===== src/rtl/rs422_pkg.sv =====
// Shared RS422 command-link definitions: sync word, type codes, one-hot commands,
// fixed frame lengths and the receive FSM state type.
package rs422_pkg;

   localparam logic [7:0] SYNC0 = 8'hEB;
   localparam logic [7:0] SYNC1 = 8'h90;

   localparam logic [7:0] TYPE_PLATFORM = 8'h01;
   localparam logic [7:0] TYPE_INJECT   = 8'h02;
   localparam logic [7:0] TYPE_PRESHUT  = 8'h03;
   localparam logic [7:0] TYPE_TIMECODE = 8'h04;
   localparam logic [7:0] TYPE_HK       = 8'h05;

   localparam logic [4:0] CMD_PLATFORM = 5'b00001;
   localparam logic [4:0] CMD_INJECT   = 5'b00010;
   localparam logic [4:0] CMD_PRESHUT  = 5'b00100;
   localparam logic [4:0] CMD_TIMECODE = 5'b01000;
   localparam logic [4:0] CMD_HK       = 5'b10000;

   localparam logic [5:0] LEN_PLATFORM = 6'd13;
   localparam logic [5:0] LEN_INJECT   = 6'd9;
   localparam logic [5:0] LEN_PRESHUT  = 6'd9;
   localparam logic [5:0] LEN_TIMECODE = 6'd25;
   localparam logic [5:0] LEN_HK       = 6'd53;

   typedef enum logic [2:0] {HUNT, SYNC2, TYPE, BODY, CKSUM} rx_state_t;

   // Frame length for a one-hot command, as used by the transmit-side framer.
   function automatic logic [5:0] cmd_frame_len(input logic [4:0] cmd);
      logic [5:0] len;
      case (cmd)
         CMD_PLATFORM: len = LEN_PLATFORM;
         CMD_INJECT:   len = LEN_INJECT;
         CMD_PRESHUT:  len = LEN_PRESHUT;
         CMD_TIMECODE: len = LEN_TIMECODE;
         default:      len = LEN_HK;
      endcase
      return len;
   endfunction

endpackage


===== src/rtl/rs422_type_decode.sv =====
// Combinational map from the frame type byte to one-hot command, frame length
// and a known-type flag.
module rs422_type_decode
   import rs422_pkg::*;
(
   input  logic [7:0] i_type,
   output logic [4:0] o_cmd,
   output logic [5:0] o_len,
   output logic       o_known
);

   always_comb begin
      o_cmd   = CMD_HK;
      o_len   = LEN_HK;
      o_known = 1'b0;
      case (i_type)
         TYPE_PLATFORM: begin o_cmd = CMD_PLATFORM; o_len = LEN_PLATFORM; o_known = 1'b1; end
         TYPE_INJECT:   begin o_cmd = CMD_INJECT;   o_len = LEN_INJECT;   o_known = 1'b1; end
         TYPE_PRESHUT:  begin o_cmd = CMD_PRESHUT;  o_len = LEN_PRESHUT;  o_known = 1'b1; end
         TYPE_TIMECODE: begin o_cmd = CMD_TIMECODE; o_len = LEN_TIMECODE; o_known = 1'b1; end
         TYPE_HK:       begin o_cmd = CMD_HK;       o_len = LEN_HK;       o_known = 1'b1; end
         default: ;
      endcase
   end

endmodule


===== src/rtl/rs422_cmd_frame_rx.sv =====
// RS422 command-link deframer: sync hunt, type decode, payload streaming and checksum verdict.
// Optional inter-byte timeout enabled by defining RS422_RX_TIMEOUT_EN.
module rs422_cmd_frame_rx
   import rs422_pkg::*;
#(
   parameter int CLK_HZ     = 50000000,
   parameter int TIMEOUT_US = 2000
) (
   input  logic       clk,
   input  logic       rst_n,
   input  logic [7:0] rx_data,
   input  logic       rx_valid,
   output logic [7:0] pl_data,
   output logic       pl_valid,
   output logic [5:0] pl_index,
   output logic [4:0] frame_cmd,
   output logic       frame_ok,
   output logic       frame_err,
   output logic       busy
);

   rx_state_t  r_state, w_state_nxt;
   logic [4:0] r_cmd, w_cmd_nxt;
   logic [5:0] r_len, w_len_nxt;
   logic [5:0] r_cnt, w_cnt_nxt;
   logic [7:0] r_sum, w_sum_nxt;
   logic [7:0] r_pl_data, w_pl_data_nxt;
   logic [5:0] r_pl_index, w_pl_index_nxt;
   logic       r_pl_valid, w_pl_valid_nxt;
   logic       r_ok, w_ok_nxt;
   logic       r_err, w_err_nxt;
   logic       r_busy;
   logic [4:0] w_dec_cmd;
   logic [5:0] w_dec_len;
   logic       w_dec_known;
   logic       w_tmo;

   rs422_type_decode u_type_decode (
      .i_type  (rx_data),
      .o_cmd   (w_dec_cmd),
      .o_len   (w_dec_len),
      .o_known (w_dec_known)
   );

`ifdef RS422_RX_TIMEOUT_EN
   localparam longint TMO_CYC = (longint'(CLK_HZ) * longint'(TIMEOUT_US)) / 64'd1000000;
   localparam int     GAP_W   = (TMO_CYC > 1) ? $clog2(TMO_CYC) : 1;

   logic [GAP_W-1:0] r_gap;

   // Gap counter idles in HUNT; any strobe restarts the inter-byte window.
   always_ff @(posedge clk or negedge rst_n) begin
      if (!rst_n) begin
         r_gap <= '0;
      end else if (rx_valid || r_state == HUNT) begin
         r_gap <= '0;
      end else begin
         r_gap <= r_gap + 1'b1;
      end
   end

   assign w_tmo = (r_state != HUNT) && !rx_valid && (r_gap == GAP_W'(TMO_CYC - 1));
`else
   assign w_tmo = 1'b0;
`endif

   always_comb begin
      w_state_nxt    = r_state;
      w_cmd_nxt      = r_cmd;
      w_len_nxt      = r_len;
      w_cnt_nxt      = r_cnt;
      w_sum_nxt      = r_sum;
      w_pl_data_nxt  = r_pl_data;
      w_pl_index_nxt = r_pl_index;
      w_pl_valid_nxt = 1'b0;
      w_ok_nxt       = 1'b0;
      w_err_nxt      = 1'b0;
      if (rx_valid) begin
         case (r_state)
            HUNT: begin
               if (rx_data == SYNC0) w_state_nxt = SYNC2;
            end
            SYNC2: begin
               if (rx_data == SYNC1)      w_state_nxt = TYPE;
               else if (rx_data != SYNC0) w_state_nxt = HUNT;
            end
            TYPE: begin
               if (w_dec_known) begin
                  w_cmd_nxt   = w_dec_cmd;
                  w_len_nxt   = w_dec_len;
                  w_sum_nxt   = rx_data;
                  w_cnt_nxt   = 6'd3;
                  w_state_nxt = BODY;
               end else begin
                  w_err_nxt   = 1'b1;
                  w_state_nxt = HUNT;
               end
            end
            BODY: begin
               // Sync bytes here are ordinary payload; no mid-frame resync.
               w_sum_nxt      = r_sum + rx_data;
               w_pl_valid_nxt = 1'b1;
               w_pl_data_nxt  = rx_data;
               w_pl_index_nxt = r_cnt - 6'd3;
               w_cnt_nxt      = r_cnt + 6'd1;
               if (r_cnt == r_len - 6'd2) w_state_nxt = CKSUM;
            end
            CKSUM: begin
               w_ok_nxt    = (rx_data == r_sum);
               w_err_nxt   = (rx_data != r_sum);
               w_state_nxt = HUNT;
            end
            default: w_state_nxt = HUNT;
         endcase
      end else if (w_tmo) begin
         w_err_nxt   = 1'b1;
         w_state_nxt = HUNT;
      end
   end

   always_ff @(posedge clk or negedge rst_n) begin
      if (!rst_n) begin
         r_state    <= HUNT;
         r_cmd      <= CMD_HK;
         r_len      <= '0;
         r_cnt      <= '0;
         r_sum      <= '0;
         r_pl_data  <= '0;
         r_pl_index <= '0;
         r_pl_valid <= 1'b0;
         r_ok       <= 1'b0;
         r_err      <= 1'b0;
         r_busy     <= 1'b0;
      end else begin
         r_state    <= w_state_nxt;
         r_cmd      <= w_cmd_nxt;
         r_len      <= w_len_nxt;
         r_cnt      <= w_cnt_nxt;
         r_sum      <= w_sum_nxt;
         r_pl_data  <= w_pl_data_nxt;
         r_pl_index <= w_pl_index_nxt;
         r_pl_valid <= w_pl_valid_nxt;
         r_ok       <= w_ok_nxt;
         r_err      <= w_err_nxt;
         r_busy     <= (w_state_nxt != HUNT);
      end
   end

   assign pl_data   = r_pl_data;
   assign pl_valid  = r_pl_valid;
   assign pl_index  = r_pl_index;
   assign frame_cmd = r_cmd;
   assign frame_ok  = r_ok;
   assign frame_err = r_err;
   assign busy      = r_busy;

endmodule

===== config.mk =====
export PLATFORM = sky130hd
export DESIGN_NAME = rs422_cmd_frame_rx
export DESIGN_NICKNAME = d
export VERILOG_FILES = /design/src/rtl/rs422_pkg.sv /design/src/rtl/rs422_type_decode.sv /design/src/rtl/rs422_cmd_frame_rx.sv
export SDC_FILE = /design/constraint.sdc
export NUM_CORES = 1
export LEC_CHECK = 0
export ABC_AREA = 1
export BUFFER_PORTS_ARGS = -buffer_cell sky130_fd_sc_hd__buf_2
export CAP_MARGIN = 10
export CORE_AREA = 2 2 104 106
export CTS_CLUSTER_SIZE = 24
export DETAILED_ROUTE_END_ITERATION = 6
export DIE_AREA = 0 0 106 108
export GPL_TIMING_DRIVEN = 0
export PLACE_DENSITY = 0.53
export SLEW_MARGIN = 15
export SYNTH_ARGS = -nofsm -noshare
export SYNTH_HDL_FRONTEND = slang
export SYNTH_SLANG_ARGS = --single-unit

===== constraint.sdc =====
create_clock -name clk -period 1.6 [get_ports clk]
set_input_delay 0.24 -clock clk [delete_from_list [all_inputs] [get_ports clk]]
set_output_delay 0.24 -clock clk [all_outputs]
set_load 0.01 [all_outputs]

==> flow_summary.toml, run 1 <==
[floorplanning]
start_util_pct = 24.74
die_h_microns = 108
boundaryPins = 34
die_w_microns = 106
coreArea_sq_um = 10230
rows = 37
dieArea_sq_um = 11450

[power]
p_sw_share_pct = 28.09
peakVddDrop_v = 0.0003788
switchingPower_w = 0.0007212
clkPwrFrac_pct = 34.8
pwr-share-seq_pct = 48.3
p_int_w = 0.001846
leakage_nw = 1.665
pwr_density_cell_nw_per_um2 = 778.6
p_comb_share_pct = 16.9

[placed_design]
place_hpwl_mm = 4.730
placed_cell_area_sq_um = 2868
dp_worst_setup_slack_ns = -0.3183
port_buffers = 32
place_congestion = 0.8406

[sta]
tightest_slew_ns = 0.6098
rsz0062_at_grt = "yes"
layout_setup_ws_ns = -0.1011
skew_ns = 0.008471
period_share_pct = 106.3
slew_viol_final = 0
fmax_mhz = 587.9
relSlewSlack_pct = 59.35
fin_crit_ns = 1.701
final_hold_viol_count = 0
setup_violations = 4

[setup_path]
regToRegSetupSlack_ns = -0.10
cp.required_ns = 1.85
crit_chain = "ha_2 > inv_2 > fa_2 > o21ai_2 > nand2_1 > nand2_1 > nand2_1 > nand2_1 > xor2_1 > nand3_1 > nand2_1"
cp.arrival_ns = 1.95
cp_slowest_stage_delay_ns = 0.37
reg2regPathDepth = 11
critPathLaunch = "r_sum[0]$_DFFE_PN0P_"
cp-start-kind = "flip-flop"
cp_common_cell = "nand2_1"
r2r-start = "r_sum[0]$_DFFE_PN0P_"
slowest_stage = "dfrtp_1"
path_max_fanout = 2
setup.worst_path.end_class = "flip-flop"
crit_type = "flip-flop to flip-flop"
r2r-end = "r_sum[6]$_DFFE_PN0P_"

[cells_and_area]
syn2layout_area_growth_pct = 30.25
multi_input_area_sq_um = 1289
antenna_cells = 0
nets = 404
layout-drive-gt1-share_pct = 27.60
fillCellCount = 1087
regArea_sq_um = 1129
post-route-cell-area_sq_um = 3297

[clock_network]
clock_latency_ns = 0.31
path_clk_slew_ns = 0.09
cts_buffers = 5
cts_buffer_depth = 2
htreeDepth = 2
cts_tree = "yes"
clock_sinks = 45
cts_root_buf = "clkbuf_8"

[grt]
grt_pass1_wl_mm = 10.48
gr-total-overflow = 0
first_global_vias = 2144
grt_start_max_net_pins = 46
grt_use_total_pct = 11.79
grt_antenna_before_repair = 0

[worst_hold_path]
whs_path_depth = 3
hp-class = "input port to flip-flop"
holdCritStartpoint = "rx_data[0]"
min_delay_worst_endpoint = "frame_cmd[2]$_DFFE_PN0P_"

[logic_synthesis]
ys_ff_latch = 45
synth_nets = 342
synth.top_cell.area_share_pct = 43.50
ys_top_cells_by_count = "100 x nand2_1, 44 x dfrtp_1, 36 x inv_1"
synth_seq_area_share_pct = 44.54
synth_top_area_cell = "dfrtp_1"
synth.top_cells.by_area = "dfrtp_1 43%, nand2_1 15%, inv_1 5.3%"
synth.distinct_cells = 31
synth_warnings = 0
synthArstFlopShare_pct = 100.0
synthFlopType = "dfrtp_1"
synth_edf_count = 0
netlist_area_sq_um = 2531
syn_inst = 321
avgSynthCellArea_sq_um = 7.885
yosysMostFrequentCell = "nand2_1"

[drt]
routed_wl_mm = 6.606
wl_per_cell_microns = 12.70
vias = 2275
viasPerCell = 4.375
drt_pre_antenna_iters = 5
drt_iter0_markers = 115
detail-route-antenna-nets = 0
route.detailed.drc = 0

[flow_run]
max_cap_violations = 0

[outcome]
status = "complete, but fails checks"
violations = "negative setup slack"
[final cells by class]
cell class,count,share of cell area (%)
plain buffers,6,1.480
clock buffers,5,2.087
well taps,136,5.161
repair buffers,55,11.31
clock inverters,3,1.404
inverters,42,5.237
flip-flops and latches,45,34.23
multi-input cells,228,39.09
[placed cells by master, fill, tap and decap left out, drive strengths merged, types with 2 or more instances in the layout]
master	netlist	layout
nor3	9	9
nor4	2	2
nand3	18	18
xor2	6	6
o21ai	31	31
nor2	23	23
ha	9	9
nand2	101	101
nand4	6	6
xnor2	4	4
dfrtp	44	44
clkbuf	1	8
buf	5	57
a21oi	12	12
o21a	3	3
inv	42	42
[registers in the layout, summed over array words and instances, names as in the netlist, 3 cells and up]
register   flops
r_sum          8
r_cnt          6
r_len          5
r_state        3
pl_data        8
frame_cmd      5
pl_index       6
[cell families (layout without fill, tap and decap cells)]
kind of cell / Yosys count / after routing / synth area share [%]
AO/OA/AOI/OAI: 48 / 48 / 10.83
XOR/XNOR: 10 / 10 / 3.460
adder cells (fa/ha/maj): 10 / 10 / 5.240
buffers and inverters: 48 / 111 / 8.057
flip-flops: 45 / 45 / 44.54
AND/OR/NAND/NOR: 160 / 160 / 27.88
[critical path, delay by kind of cell, from the launching register on]
| family | cells | cell delay [ns] |
|---|---|---|
| and+or+nand+nor | 6 | 0.40 |
| adders and majority gates | 2 | 0.55 |
| DFF | 1 | 0.37 |
| buffers and inverters | 1 | 0.04 |
| xor gates and xnor gates | 1 | 0.15 |
| AOI/OAI and AO/OA | 1 | 0.15 |
[worst max path at each step]
stage                                      end  depth (start not counted)  slack [ns]
after global routing      r_sum[6]$_DFFE_PN0P_                         11       -0.27
after floorplan           r_sum[6]$_DFFE_PN0P_                         11        0.03
after detailed placement  r_len[4]$_DFFE_PN0P_                         11       -0.32
after global placement    r_len[4]$_DFFE_PN0P_                         11       -0.28
final                     r_sum[6]$_DFFE_PN0P_                         11       -0.10
after CTS                 r_sum[6]$_DFFE_PN0P_                         11       -0.12
[through the flow]
stage / power, W / setup TNS, ns / cells / hold WS, ns / util (%)
floorplan: 0.001519 / 0 / 321 / -0.05559 / -
global placement: 0.001651 / -6.555 / 489 / 0.4536 / 28.03
detailed placement: 0.001661 / -7.107 / 489 / 0.4605 / 28.03
CTS: 0.002594 / -0.2929 / 504 / 0.1551 / 30.06
global route: 0.002740 / -1.304 / 520 / 0.2598 / 32.22
finish: 0.002567 / -0.2160 / 520 / 0.2576 / 32.22
[power by group through the flow]
| stage | logic, W | clock network [W] | registers [W] |
|---|---|---|---|
| 3_3_place_gp | 0.000392 | 0 | 0.00126 |
| 2_1_floorplan | 0.000250 | 0 | 0.00127 |
| 5_1_grt | 0.000496 | 0.000993 | 0.00125 |
| 4_1_cts | 0.000417 | 0.000937 | 0.00124 |
| 6_report | 0.000434 | 0.000893 | 0.00124 |
| 3_5_place_dp | 0.000400 | 0 | 0.00126 |
[routing by layer]
layer	wire [microns]	GRT usage (%)	up-vias	part of all wire, %
met5	0	0	-	0
met1	3190	15.19	1071	48
met2	3135	19.95	36	47
met3	179	2.230	10	2.7
met4	100	3.947	0	1.5
li1	-	-	1158	-
[timing repair]
item / CTS / global route
pin swaps: 13 / 15
setup endpoints to repair: 40 / 36
hold buffers: 0 / 1
gates cloned: 0 / 2
hold endpoints to repair: 0 / 44
gates resized for setup: 11 / 19
buffers inserted: 7 / 13
No activity file was read; power rests on OpenSTA's default activity.
==> run 2: changes to the inputs <==
Settings changed: BUFFER_PORTS_ARGS -buffer_cell sky130_fd_sc_hd__buf_2 to -buffer_cell sky130_fd_sc_hd__buf_4, CORE_AREA 2 2 104 106 to 2 2 75 77, DIE_AREA 0 0 106 108 to 0 0 77 79, PLACE_DENSITY 0.53 to 0.82.
==> flow_summary.toml, run 2 (synthesis results as in run 1) <==
[cells_and_area]
syn2layout_area_growth_pct = 30.80
regArea_sq_um = 1129
fillCellCount = 454
final_cells = 459
layout-drive-gt1-share_pct = 28.68
final_common_cell = "nand2_1"
multi_input_area_sq_um = 1309
utilization_pct = 62.03
antenna_cells = 0
layout_common_cells = "96 x nand2_1, 56 x buf_4, 43 x dfrtp_1"
nets = 407

[sta]
skew_ns = 0.01132
layout_setup_ws_ns = -0.1048
fin_crit_ns = 1.705
setup_violations = 6
rsz0062_at_grt = "yes"
slew_viol_final = 0
fmax_mhz = 586.6
final_hold_viol_count = 0
relSlewSlack_pct = 61.55
period_share_pct = 106.6
tightest_slew_ns = 0.5768

[outcome]
status = "complete, but fails checks"
violations = "negative setup slack"

[grt]
grt_start_max_net_pins = 46
grt_pass1_wl_mm = 10.22
first_global_vias = 2222
gr-total-overflow = 0
grt_antenna_before_repair = 0
grt_use_total_pct = 21.04

[setup_path]
crit_type = "flip-flop to flip-flop"
path_buf_inv = 1
cp_slowest_stage_delay_ns = 0.37
crit_chain = "ha_2 > inv_2 > fa_2 > o21ai_2 > nand2_1 > nand2_1 > nand2_1 > nand2_1 > xor2_1 > nand3_1 > nand2_1"
setup.worst_path.end_class = "flip-flop"
slowest_stage = "dfrtp_1"
critPathTopFamily = "adder cells"
cp.required_ns = 1.86
cp_common_cell = "nand2_1"
path_max_fanout = 2
cp-start-kind = "flip-flop"
cp.arrival_ns = 1.96

[floorplanning]
dieArea_sq_um = 6083
rows = 27
start_util_pct = 47.42
die_w_microns = 77
boundaryPins = 34
die_h_microns = 79
coreArea_sq_um = 5338

[clock_network]
clock_sinks = 45
cts_root_buf = "clkbuf_8"
path_clk_slew_ns = 0.10
clock_latency_ns = 0.31
cts_buffers = 5
cts_buffer_depth = 2
cts_tree = "yes"
htreeDepth = 2

[flow_run]
max_cap_violations = 0

[placed_design]
place_congestion = 0.8290
dp.cells = 425
place_hpwl_mm = 4.166
port_buffers = 32

[drt]
routed_wl_mm = 6.275
drt_iter0_markers = 145
route.detailed.drc = 0
drt_pre_antenna_iters = 4
viasPerCell = 5.214
wl_per_cell_microns = 13.67
detail-route-antenna-nets = 0
vias = 2393

[power]
report.power.total_w = 0.002608
leakage_nw = 1.687
p_sw_share_pct = 28.03
pwr_density_cell_nw_per_um2 = 787.9
pwr-share-seq_pct = 47.7
p_comb_share_pct = 18.3
peakVddDrop_v = 0.0005095
switchingPower_w = 0.0007312
clkPwrFrac_pct = 34.0
p_int_w = 0.001877

[worst_hold_path]
hp-class = "input port to flip-flop"
-- run 2: changes by cell type in the layout (fill, tap and decap cells not counted), sizes merged --
cell,delta
buf,+4
clkbuf,-1
-- run 2: final timing paths --
path | from | end | slack, ns | cells after the start
max | r_sum[0]$_DFFE_PN0P_ | r_sum[6]$_DFFE_PN0P_ | -0.10 | 11
min | rx_data[0] | frame_cmd[2]$_DFFE_PN0P_ | 0.25 | 3
max reg2reg | r_sum[0]$_DFFE_PN0P_ | r_sum[6]$_DFFE_PN0P_ | -0.10 | 11
min reg2reg | pl_data[4]$_DFFE_PN0P_ | pl_data[4]$_DFFE_PN0P_ | 0.49 | 2
max in group asynchronous | rst_n | r_state[2]$_DFF_PN0_ | 0.71 | 2
min in group asynchronous | rst_n | pl_index[1]$_DFFE_PN0P_ | 0.46 | 2
-- run 2: stage by stage --
step	hold slack [ns]	TNS, ns	instance area [sq um]	setup WS [ns]
2_1_floorplan	-0.05559	0	2537	0.02741
3_3_place_gp	0.2734	-4.876	2868	-0.2218
3_5_place_dp	0.2745	-5.813	2868	-0.2334
4_1_cts	0.2421	-0.1843	3110	-0.09406
5_1_grt	0.2454	-1.376	3311	-0.2365
6_report	0.2535	-0.3816	3311	-0.1048
-- run 2: area by class of cell --
cell class                 instances  area share (%)
inverter                          42           5.064
buffer                             6           1.361
clock buffer                       5           2.079
tap                               72           2.721
timing repair buffer              58           13.76
clock inverter                     3           1.398
multi-input combinational        228           39.53
sequential                        45           34.09
-- run 2: power groups by stage --
stage	Combinational (W)	Clock [W]	Sequential, W
4_1_cts	0.000446	0.000899	0.00124
2_1_floorplan	0.000250	0	0.00127
6_report	0.000477	0.000888	0.00124
3_5_place_dp	0.000417	0	0.00126
5_1_grt	0.000531	0.000958	0.00125
3_3_place_gp	0.000402	0	0.00126
-- run 2: layer usage --
| layer | GRT usage [%] | routed length [microns] | share of wire, % |
|---|---|---|---|
| met5 | 0 | 0 | 0 |
| met4 | 5.893 | 86 | 1.4 |
| met3 | 3.864 | 272 | 4.3 |
| met2 | 36.84 | 3248 | 52 |
| met1 | 26.86 | 2668 | 43 |
-- run 2: what timing repair did --
item	CTS	global route
hold endpoints to repair	44	0
pin swaps	13	11
hold buffers	1	0
resized for setup	14	17
buffers inserted	9	15
endpoints found under the setup margin	37	34
gates cloned	0	1
-- run 2: worst reg2reg max path, cell delays in order (launching register included) --
cell and delay [ns]:
dfrtp_1 0.37, ha_2 0.20, inv_2 0.04, fa_2 0.34, o21ai_2 0.15, nand2_1 0.07, nand2_1 0.06, nand2_1 0.05
nand2_1 0.07, xor2_1 0.14, nand3_1 0.08, nand2_1 0.08
==> run 3: changes to the inputs <==
Settings changed: CORE_AREA 2 2 75 77 to 2 2 78 80, DIE_AREA 0 0 77 79 to 0 0 80 82, PLACE_DENSITY 0.82 to 0.83, SYNTH_HIERARCHICAL set to 1.
==> flow_summary.toml, run 3 <==
[logic_synthesis]
netlist_area_sq_um = 2801
yosysMostFrequentCell = "nand2_1"
ys_ff_latch = 46
synthArstFlopShare_pct = 100.0
avgSynthCellArea_sq_um = 7.613
synth.top_cell.area_share_pct = 40.20
synth_warnings = 6
synth.top_cells.by_area = "dfrtp_1 40%, nand2_1 16%, inv_1 5.4%"
synth.distinct_cells = 39
synthFlopType = "dfrtp_1"
synth_nets = 389
synth_seq_area_share_pct = 41.13
synth_edf_count = 0
synth_top_area_cell = "dfrtp_1"
ys_top_cells_by_count = "116 x nand2_1, 45 x dfrtp_1, 40 x inv_1"
syn_inst = 368

[power]
switchingPower_w = 0.0007752
clkPwrFrac_pct = 26.9
p_int_w = 0.001804
leakage_nw = 1.815
pwr-share-seq_pct = 50.2
peakVddDrop_v = 0.0005901
pwr_density_cell_nw_per_um2 = 726.6
p_sw_share_pct = 30.06
p_comb_share_pct = 22.9
report.power.total_w = 0.002579

[setup_path]
cp.arrival_ns = 2.01
slowest_stage = "dfrtp_1"
reg2regPathDepth = 12
path_max_fanout = 2
regToRegSetupSlack_ns = -0.21
r2r-start = "r_sum[0]$_DFFE_PN0P_"
r2r-end = "r_sum[6]$_DFFE_PN0P_"
cp_slowest_stage_delay_ns = 0.38
setup.worst_path.end_class = "flip-flop"
crit_type = "flip-flop to flip-flop"
crit_chain = "ha_2 > inv_2 > fa_2 > nand3b_1 > nand2_2 > nand2_2 > nand2_2 > a21oi_2 > xor2_1 > nand2_1 > nand2_1 > nand2_1"
cp-start-kind = "flip-flop"
cp.required_ns = 1.80

[sta]
fin_tns_setup_ns = -0.4355
fmax_mhz = 552.3
period_share_pct = 113.2
rsz0062_at_grt = "yes"
timing.hold.ws_ns = 0.1898
tightest_slew_ns = 0.5930
slew_viol_final = 0
layout_setup_ws_ns = -0.2107
relSlewSlack_pct = 60.47
setup_violations = 8
fin_crit_ns = 1.811
skew_ns = 0.005416
final_hold_viol_count = 0

[grt]
grt_start_max_net_pins = 47
grt_pass1_wl_mm = 11.00
grt_use_total_pct = 21.53
gr-total-overflow = 0
grt_antenna_before_repair = 0
first_global_vias = 2506

[clock_network]
cts_buffers = 5
htreeDepth = 2
path_clk_slew_ns = 0.08
cts_buffer_depth = 2
clock_sinks = 46
clock_latency_ns = 0.30
cts_root_buf = "clkbuf_8"
cts_tree = "yes"

[worst_hold_path]
min_delay_worst_endpoint = "r_state[0]$_DFF_PN0_"
hp-class = "input port to flip-flop"
holdCritStartpoint = "rx_valid"
whs_path_depth = 3

[outcome]
violations = "negative setup slack"
status = "complete, but fails checks"

[floorplanning]
dieArea_sq_um = 6560
coreArea_sq_um = 5746
boundaryPins = 34
start_util_pct = 48.76
rows = 28
die_h_microns = 82
die_w_microns = 80

[drt]
drt_pre_antenna_iters = 4
detail-route-antenna-nets = 0
routed_wl_mm = 7.043
route.detailed.drc = 0
viasPerCell = 5.249
wl_per_cell_microns = 14.00
vias = 2640
drt_iter0_markers = 169

[cells_and_area]
final_common_cell = "nand2_1"
nets = 449
fillCellCount = 497
layout-drive-gt1-share_pct = 31.31
antenna_cells = 0
syn2layout_area_growth_pct = 26.71
layout_common_cells = "103 x nand2_1, 54 x buf_4, 42 x dfrtp_1"
post-route-cell-area_sq_um = 3550

[flow_run]
max_cap_violations = 0

[placed_design]
placed_cell_area_sq_um = 3146
port_buffers = 33
dp_worst_setup_slack_ns = -0.2931
place_hpwl_mm = 4.614
place_congestion = 0.8728
==> run 3: cell types whose count changed in the layout (fill, tap and decap cells not counted), sizes merged, moves of 2 or more <==
cell	delta
clkinvlp	+2
conb	+2
nor3	-3
o21ai	-5
buf	-4
nor2	+24
nand2	+18
a31oi	+2
o21a	-2
xor2	-2
a21oi	+6
inv	+3
nand3	-3
==> run 3: power by group through the flow <==
| stage | registers, W | clock network [W] | logic, W |
|---|---|---|---|
| 3_5_place_dp | 0.00131 | 0 | 0.000496 |
| 6_report | 0.00129 | 0.000695 | 0.000590 |
| 5_1_grt | 0.00130 | 0.000754 | 0.000650 |
| 3_3_place_gp | 0.00131 | 0 | 0.000478 |
| 4_1_cts | 0.00129 | 0.000702 | 0.000518 |
| 2_1_floorplan | 0.00132 | 0 | 0.000296 |
==> run 3: cell type report <==
type	count	area (sq um)	area share, %
Tap cell	75	93.84	2.644
Multi-Input combinational cell	268	1553	43.74
Buffer	6	55.05	1.551
Timing Repair Buffer	54	425.4	11.98
Clock buffer	6	72.57	2.044
Sequential cell	46	1156	32.57
Inverter	47	186.4	5.252
Clock inverter	1	7.507	0.2115
==> run 3: metal layers <==
metal,track usage [%],up-vias,wire [microns]
li1,-,1287,-
met3,4.396,20,312
met4,10.00,0,182
met5,0,-,0
met2,36.83,77,3668
met1,26.17,1256,2880
==> run 3: worst max-delay path: cells and delay by family (launching register included) <==
family	cells	cell delay (ns)
AOI/OAI and AO/OA	1	0.05
xor gates and xnor gates	1	0.13
and+or+nand+nor	7	0.57
adders and majority gates	2	0.54
DFF	1	0.38
buffers and inverters	1	0.04
==> run 3: per-stage QoR <==
| stage | utilization [%] | std cells |
|---|---|---|
| global placement | 54.75 | 476 |
| floorplan | - | 368 |
| finish | 61.78 | 503 |
| detailed placement | 54.75 | 476 |
| CTS | 56.95 | 486 |
| global route | 61.78 | 503 |
==> run 3: how the worst max path moves through the flow <==
stage | start | end | slack [ns] | cells after the start
2_1_floorplan | r_sum[0]$_DFFE_PN0P_ | r_sum[6]$_DFFE_PN0P_ | -0.05 | 12
3_3_place_gp | rx_data[0] | r_sum[6]$_DFFE_PN0P_ | -0.25 | 13
3_5_place_dp | rx_data[0] | r_sum[6]$_DFFE_PN0P_ | -0.29 | 13
4_1_cts | r_sum[0]$_DFFE_PN0P_ | r_sum[6]$_DFFE_PN0P_ | -0.20 | 12
5_1_grt | r_sum[0]$_DFFE_PN0P_ | r_sum[6]$_DFFE_PN0P_ | -0.29 | 12
6_report | r_sum[0]$_DFFE_PN0P_ | r_sum[6]$_DFFE_PN0P_ | -0.21 | 12
==> run 3: kinds of logic (layout without fill, tap and decap cells) <==
family,after synthesis,after routing,share of synthesized area (%)
AO/OA/AOI/OAI,51,51,10.67
XOR/XNOR,9,9,2.814
adder cells (fa/ha/maj),10,10,4.734
buffers and inverters,54,114,8.262
flip-flops,46,46,41.13
other,2,2,0.2681
AND/OR/NAND/NOR,196,196,32.11
==> run 3: timing repair <==
item	in CTS	in global routing
hold buffers	1	0
pin swaps	1	13
resized for setup	6	47
setup endpoints to repair	18	39
gates cloned	0	1
buffers inserted	2	17
endpoints found under the hold margin	45	0
